### config.mk
export PLATFORM = sky130hd
export DESIGN_NAME = sdram_arbit
export DESIGN_NICKNAME = d
export VERILOG_FILES = /design/src/rtl/sdram_arbit.sv
export SDC_FILE = /design/constraint.sdc
export NUM_CORES = 1
export LEC_CHECK = 0
export CORE_UTILIZATION = 24
export CTS_CLUSTER_SIZE = 12
export DETAILED_ROUTE_END_ITERATION = 10
export GPL_TIMING_DRIVEN = 0
export PLACE_DENSITY_LB_ADDON = 0.08
export SLEW_MARGIN = 20
export SYNTH_ARGS = -nofsm -noshare
export SYNTH_HDL_FRONTEND = slang
export SYNTH_SLANG_ARGS = --single-unit
### constraint.sdc
create_clock -name sclk -period 1.2 [get_ports sclk]
set_input_delay 0.18 -clock sclk [delete_from_list [all_inputs] [get_ports sclk]]
set_output_delay 0.18 -clock sclk [all_outputs]
set_load 0.02 [all_outputs]
### src/rtl/sdram_arbit.sv
// sdram_arbit: SDRAM bus arbiter handing the command/address/bank bus to init, refresh, write or read (inputs: per-owner req/end flags and cmd/addr/bank; outputs: ref_en/wr_en/rd_en grant pulses, muxed sdram_cmd/addr/bank, arb_state); define ARBIT_RR_EN for write/read round robin
module sdram_arbit #(
  parameter logic [3:0] CMD_NOP = 4'b0111
) (
  input  logic        sclk,
  input  logic        s_rst_n,
  input  logic        flag_init_end,
  input  logic [3:0]  init_cmd,
  input  logic [11:0] init_addr,
  input  logic        ref_req,
  input  logic        flag_ref_end,
  input  logic [3:0]  aref_cmd,
  input  logic [11:0] aref_addr,
  output logic        ref_en,
  input  logic        wr_req,
  input  logic        flag_wr_end,
  input  logic [3:0]  wr_cmd,
  input  logic [11:0] wr_addr,
  input  logic [1:0]  wr_bank,
  output logic        wr_en,
  input  logic        rd_req,
  input  logic        flag_rd_end,
  input  logic [3:0]  rd_cmd,
  input  logic [11:0] rd_addr,
  input  logic [1:0]  rd_bank,
  output logic        rd_en,
  output logic [3:0]  sdram_cmd,
  output logic [11:0] sdram_addr,
  output logic [1:0]  sdram_bank,
  output logic [2:0]  arb_state
);
  typedef enum logic [2:0] {IDLE = 3'd0, ARBIT = 3'd1, AREF = 3'd2, WRITE = 3'd3, READ = 3'd4} state_t;
  state_t r_state, w_nxt;
  logic   r_ref_en, r_wr_en, r_rd_en;
  logic   w_ref_g, w_wr_g, w_rd_g, w_wr_wins;
`ifdef ARBIT_RR_EN
  logic   r_last_rd;
  assign w_wr_wins = r_last_rd;
  always_ff @(posedge sclk or negedge s_rst_n)
    if (!s_rst_n) r_last_rd <= 1'b1;
    else if (w_wr_g | w_rd_g) r_last_rd <= w_rd_g;
`else
  assign w_wr_wins = 1'b1;
`endif
  always_comb begin
    w_nxt = r_state;
    case (r_state)
      IDLE:  w_nxt = flag_init_end ? ARBIT : IDLE;
      ARBIT: w_nxt = ref_req ? AREF :
                     (wr_req && rd_req) ? (w_wr_wins ? WRITE : READ) :
                     wr_req ? WRITE : rd_req ? READ : ARBIT;
      AREF:  w_nxt = flag_ref_end ? ARBIT : AREF;
      WRITE: w_nxt = flag_wr_end ? ARBIT : WRITE;
      READ:  w_nxt = flag_rd_end ? ARBIT : READ;
      default: w_nxt = IDLE;
    endcase
  end
  assign w_ref_g = (r_state == ARBIT) && (w_nxt == AREF);
  assign w_wr_g  = (r_state == ARBIT) && (w_nxt == WRITE);
  assign w_rd_g  = (r_state == ARBIT) && (w_nxt == READ);
  always_ff @(posedge sclk or negedge s_rst_n)
    if (!s_rst_n) begin
      r_state  <= IDLE;
      r_ref_en <= 1'b0;
      r_wr_en  <= 1'b0;
      r_rd_en  <= 1'b0;
    end else begin
      r_state  <= w_nxt;
      r_ref_en <= w_ref_g;
      r_wr_en  <= w_wr_g;
      r_rd_en  <= w_rd_g;
    end
  always_comb begin
    sdram_cmd  = CMD_NOP;
    sdram_addr = 12'd0;
    sdram_bank = 2'd0;
    case (r_state)
      IDLE:  begin sdram_cmd = init_cmd; sdram_addr = init_addr; end
      AREF:  begin sdram_cmd = aref_cmd; sdram_addr = aref_addr; end
      WRITE: begin sdram_cmd = wr_cmd; sdram_addr = wr_addr; sdram_bank = wr_bank; end
      READ:  begin sdram_cmd = rd_cmd; sdram_addr = rd_addr; sdram_bank = rd_bank; end
      default: ;
    endcase
  end
  assign ref_en    = r_ref_en;
  assign wr_en     = r_wr_en;
  assign rd_en     = r_rd_en;
  assign arb_state = r_state;
endmodule

Word level (Yosys, flattened, before mapping)
Index checks and enable logic that the tools add are counted.
{ "word_totals": {"wordCells": 28, "regBits": 6, "input_bits": 77, "out_inout_bits": 24} }
{ "op_classes": {"n_reduce_logical": 5, "mux": 12, "eq_ne": 7} }
{ "ops": {"columns": ["operator", "count"], "rows": [
  ["$pmux 12 s4", 1],
  ["$pmux 4 s4", 1],
  ["$mux 3", 5],
  ["$pmux 3 s5", 1],
  ["$eq 3x2->1 const B", 4],
  ["$eq 3x3->1 const B", 2],
  ["$logic_and 1x1->1", 4],
  ["$mux 2", 2],
  ["$pmux 2 s2", 1],
  ["$eq 3x1->1 const B", 1],
  ["$logic_not 3->1", 1],
  ["$mux 1", 1]
]} }

Logic depth before layout (Yosys ltp)
{ "logic_depth": {"ltp_word": 7, "mapped_depth": 6, "ltp_nobuf": 3} }

Least setup slack after synthesis
No wires, ideal clock.
{ "synth_path": {"path_kind": "reg-to-output", "start": "register r_state[1], in the netlist arb_state[1]", "end": "output sdram_addr[10]", "arrival_ns": 1.406, "n_path_buf": 3, "path_stages_with_launch": 7, "setup_slack_ns": -0.386, "required_ns": 1.020, "path_cell_list": "dfrtp_1 buf_2 nand2b_1 buf_2 buf_6 o22ai_1 a22o_1"} }
{ "synth_between": {"elab_chain_cells": 2, "word_cells_on_any_way": 5, "classes_between": "3 x eq/ne; 1 x mux; 1 x reduce/logical"} }
{ "synth_lines": {"columns": ["element", "line_no", "source"], "rows": [
  ["from (decl)", "33", "state_t r_state, w_nxt;"],
  ["from (signal assigned)", "68", "r_state <= w_nxt;"],
  ["$eq 3x3->1 (tied with other cells)", "77", "case (r_state)"],
  ["$pmux 12 s4 *", "77", null],
  ["to (decl)", "28", "output logic [11:0] sdram_addr,"]
]} }
Every way passes the cells marked *; elsewhere a longest branch is shown, timed or not.

Final worst setup path
{ "layout_path": {"start": "register r_state[1], in the netlist arb_state[1]", "end": "output sdram_cmd[1]"} }
{ "layout_between": {"elab_chain_cells": 2, "word_cells_on_any_way": 5, "classes_between": "3 x eq/ne; 1 x mux; 1 x reduce/logical"} }
{ "layout_lines": {"columns": ["element", "line_no", "source"], "rows": [
  ["$eq 3x3->1 (tied with other cells)", "77", null],
  ["$pmux 4 s4 *", "77", null],
  ["to (decl)", "27", "output logic [3:0] sdram_cmd,"]
]} }
Marks and branches as above.

==> key figures <==
Drt
  – Via count: 1360
  – DRC viols: 0
  – Pre-antenna DRT Iters: 4
  – Initial detailed-routing violation count: 23
  – Antenna viol nets, final: 0
  – DR vias/cell: 4.96
  – WL/cell: 15.8 µm
  – DRT Wirelength: 4330 µm

Clock tree
  – CTS buffer count: 3
  – CTS tree: done
  – H-tree lvl count: 1
  – Clock sink count: 6
  – Post-cts hold buffer count: 0
  – Root buf cell: clkbuf_4
  – Worst-path clk slew: 0.05 ns
  – Clk buf depth: 2
  – Clock latency on the worst-skew pair: 0.25 ns

Timing
  – Unrepaired setup endpoints after global routing: true
  – Period utilisation layout: 150%
  – Worst slew pin tran: 0.377 ns
  – Setup-failing EPs final: 24
  – Worst hold slack: 0.170 ns
  – Slew Limit Fails: 0
  – Slew margin rel.: 74.8%
  – Max Fclk: 555 MHz
  – Fin crit period: 1.80 ns
  – Final worst slack: -0.603 ns
  – Final Hold Vio Count: 0
  – Skew final: 0.00957 ns

Status
  – Violations in the final reports: setup timing
  – Outcome: finished, violations left

Floorplan
  – CORE AREA: 0.00336 mm²
  – Die Width: 61.4 µm
  – Die Ht: 61.4 µm
  – Initial Utilization: 25.1%
  – Top-level I/O count: 101
  – Die Footprint: 0.00377 mm²
  – FP Rows: 21

Synthesis
  – Synthesized area per cell: 7.76 µm²
  – Ys flop type: dfrtp_1
  – Top post-synthesis cells by area: dfrtp_1, mux2i_1, a22o_1
  – Largest area contributor in the netlist: dfrtp_1
  – Net count after synthesis: 186
  – Number of synthesized flops with an enable pin: 0
  – Most frequent cells after synthesis: a22o_1, inv_1, o22ai_1, mux2i_1, nor2_1
  – Synth top area share: 17.8%
  – Async SR Flop Fraction: 100%
  – Flops & latches, synth: 6
  – Mapped Cells: 109
  – Yosys cell types: 28
  – Post-Syn Area: 846 µm²
  – Post-synthesis sequential area ratio: 17.8%
  – Synth warn: 0

Critical path
  – Startpoint types: flop
  – Critical path arrival: 1.62 ns
  – Data required time at the worst endpoint: 1.02 ns
  – Maximum fanout along the worst path: 5
  – Crit-path cells: buf_6, buf_6, buf_6, mux2_4, o22ai_2, nor2_2, buf_6
  – Crit path kind: flop to primary output
  – Crit. End Element: primary output
  – Slowest stage delay, CP: 0.41 ns
  – Slowest-stage cell, CP: dfrtp_2
  – Most used cell, CP: buf_6

Placed design
  – I/O Buffers: 100
  – Placed wire-length estimate: 2860 µm
  – Routability Congestion: 0.795

Global route
  – Largest net degree at the start of global routing: 11
  – Number of global-route vias before repair: 1383
  – First-pass GRT wire length: 5930 µm
  – GR Overflow Total: 0
  – Initial antenna violation count: 0
  – GRT Total Usage: 21.5%

Power and ir drop
  – Peak VDD IR: 1.05 mV
  – Leak: 1.08 nW
  – Power density cells: 1860 mW/mm²

Layout
  – Final Util: 73.5%
  – Antenna Cells: 0
  – Nets@finish: 306
  – # fillers: 266
  – Synthesis-to-layout area growth: 192%
  – Layout cells sized above 1: 41.7%

Hold path
  – Hold Path Class: primary input to async pin

Job
  – Max-Cap Viols: 0
-- metal layers --
| metal | share of wire (%) | vias to the layer above | GRT usage [%] |
|---|---|---|---|
| met1 | 37 | 623 | 21.0 |
| met2 | 54 | 81 | 43.5 |
| met5 | 0 | - | 0 |
| met3 | 8.4 | 6 | 6.93 |
| li1 | - | 650 | - |
| met4 | 1.0 | 0 | 4.76 |
-- area by class of cell --
type                            count  area (µm²)  area share (%)
Buffer                              9         113            4.55
Clock buffer                        4        26.3            1.06
Inverter                           15        56.3            2.28
Multi-Input combinational cell     78         875            35.4
Sequential cell                     6         153            6.17
Tap cell                           46        57.6            2.33
Timing Repair Buffer              116        1190            48.3
-- where the power goes --
part           internal (mW)  switching, mW
clock                  0.127         0.0833
combinational           2.21           1.85
sequential             0.268         0.0574
total                   2.60           1.99
-- final timing paths --
path,from,endpoint,slack [ns],depth (start not counted)
max,arb_state[1],sdram_cmd[1],-0.60,7
min,s_rst_n,arb_state[0],0.17,1
max reg2reg,arb_state[2],wr_en,-0.24,5
min reg2reg,arb_state[0],arb_state[0],0.83,2
max in group asynchronous,s_rst_n,arb_state[2],0.79,1
min in group sclk,flag_wr_end,arb_state[1],0.65,4
-- worst max-delay path: cells and delay by family, from the launching register on --
family | cells | cell delay [ns]
compound gates | 1 | 0.11
simple gates | 1 | 0.06
buf+inv | 4 | 0.50
flops | 1 | 0.41
mux | 1 | 0.29
-- stage by stage --
stage / setup TNS [ns] / cells / setup WS, ns / total power, mW / area [µm²]
5_1_grt: -11.45 / 274 / -0.636 / 4.81 / 2470
6_report: -10.30 / 274 / -0.603 / 4.60 / 2470
3_5_place_dp: -15.37 / 255 / -0.922 / 3.38 / 1980
4_1_cts: -10.06 / 272 / -0.617 / 4.46 / 2420
3_3_place_gp: -15.08 / 255 / -0.909 / 3.36 / 1980
2_1_floorplan: -4.69 / 109 / -0.310 / 2.15 / 923
-- cells by family (layout without fill, tap and decap cells) --
family / after synthesis / in the layout / synth area share [%]
compound gates: 37 / 37 / 33.4
mux: 17 / 17 / 20.6
buf+inv: 25 / 144 / 13.3
simple gates: 24 / 24 / 14.9
flops: 6 / 6 / 17.8
-- cell usage in the layout (no fill, tap or decap), types with 2 or more instances in the layout --
cell             synthesis  layout
o22ai_4                  0       2
dfrtp_2                  0       2
inv_1                   15      15
clkbuf_4                 0       4
a22o_4                   0       5
clkdlybuf4s50_1          0      76
dfrtp_1                  6       4
nand2_2                  0       2
mux2_4                   0       2
buf_8                    0       2
nor2_1                   8       3
buf_12                   0       2
clkbuf_2                 0       2
mux2i_1                 14      10
nor2_4                   0       2
dlygate4sd2_1            0       5
nor3_2                   0       2
nor2_2                   1       4
o22ai_2                  0      12
a22o_1                  15      10
mux2i_4                  0       3
nand2b_4                 0       2
buf_4                    1       7
buf_6                    1      27
-- registers in the layout, summed over array words and instances (netlist names) --
signal / count
wr_en: 1
ref_en: 1
rd_en: 1
arb_state: 3
-- what timing repair did --
item / CTS / global route
buffers inserted: 13 / 3
gates cloned: 2 / 0
pin swaps: 36 / 13
gates resized for setup: 170 / 12
setup endpoints to repair: 29 / 25
Power figures use the tool's default switching activity.
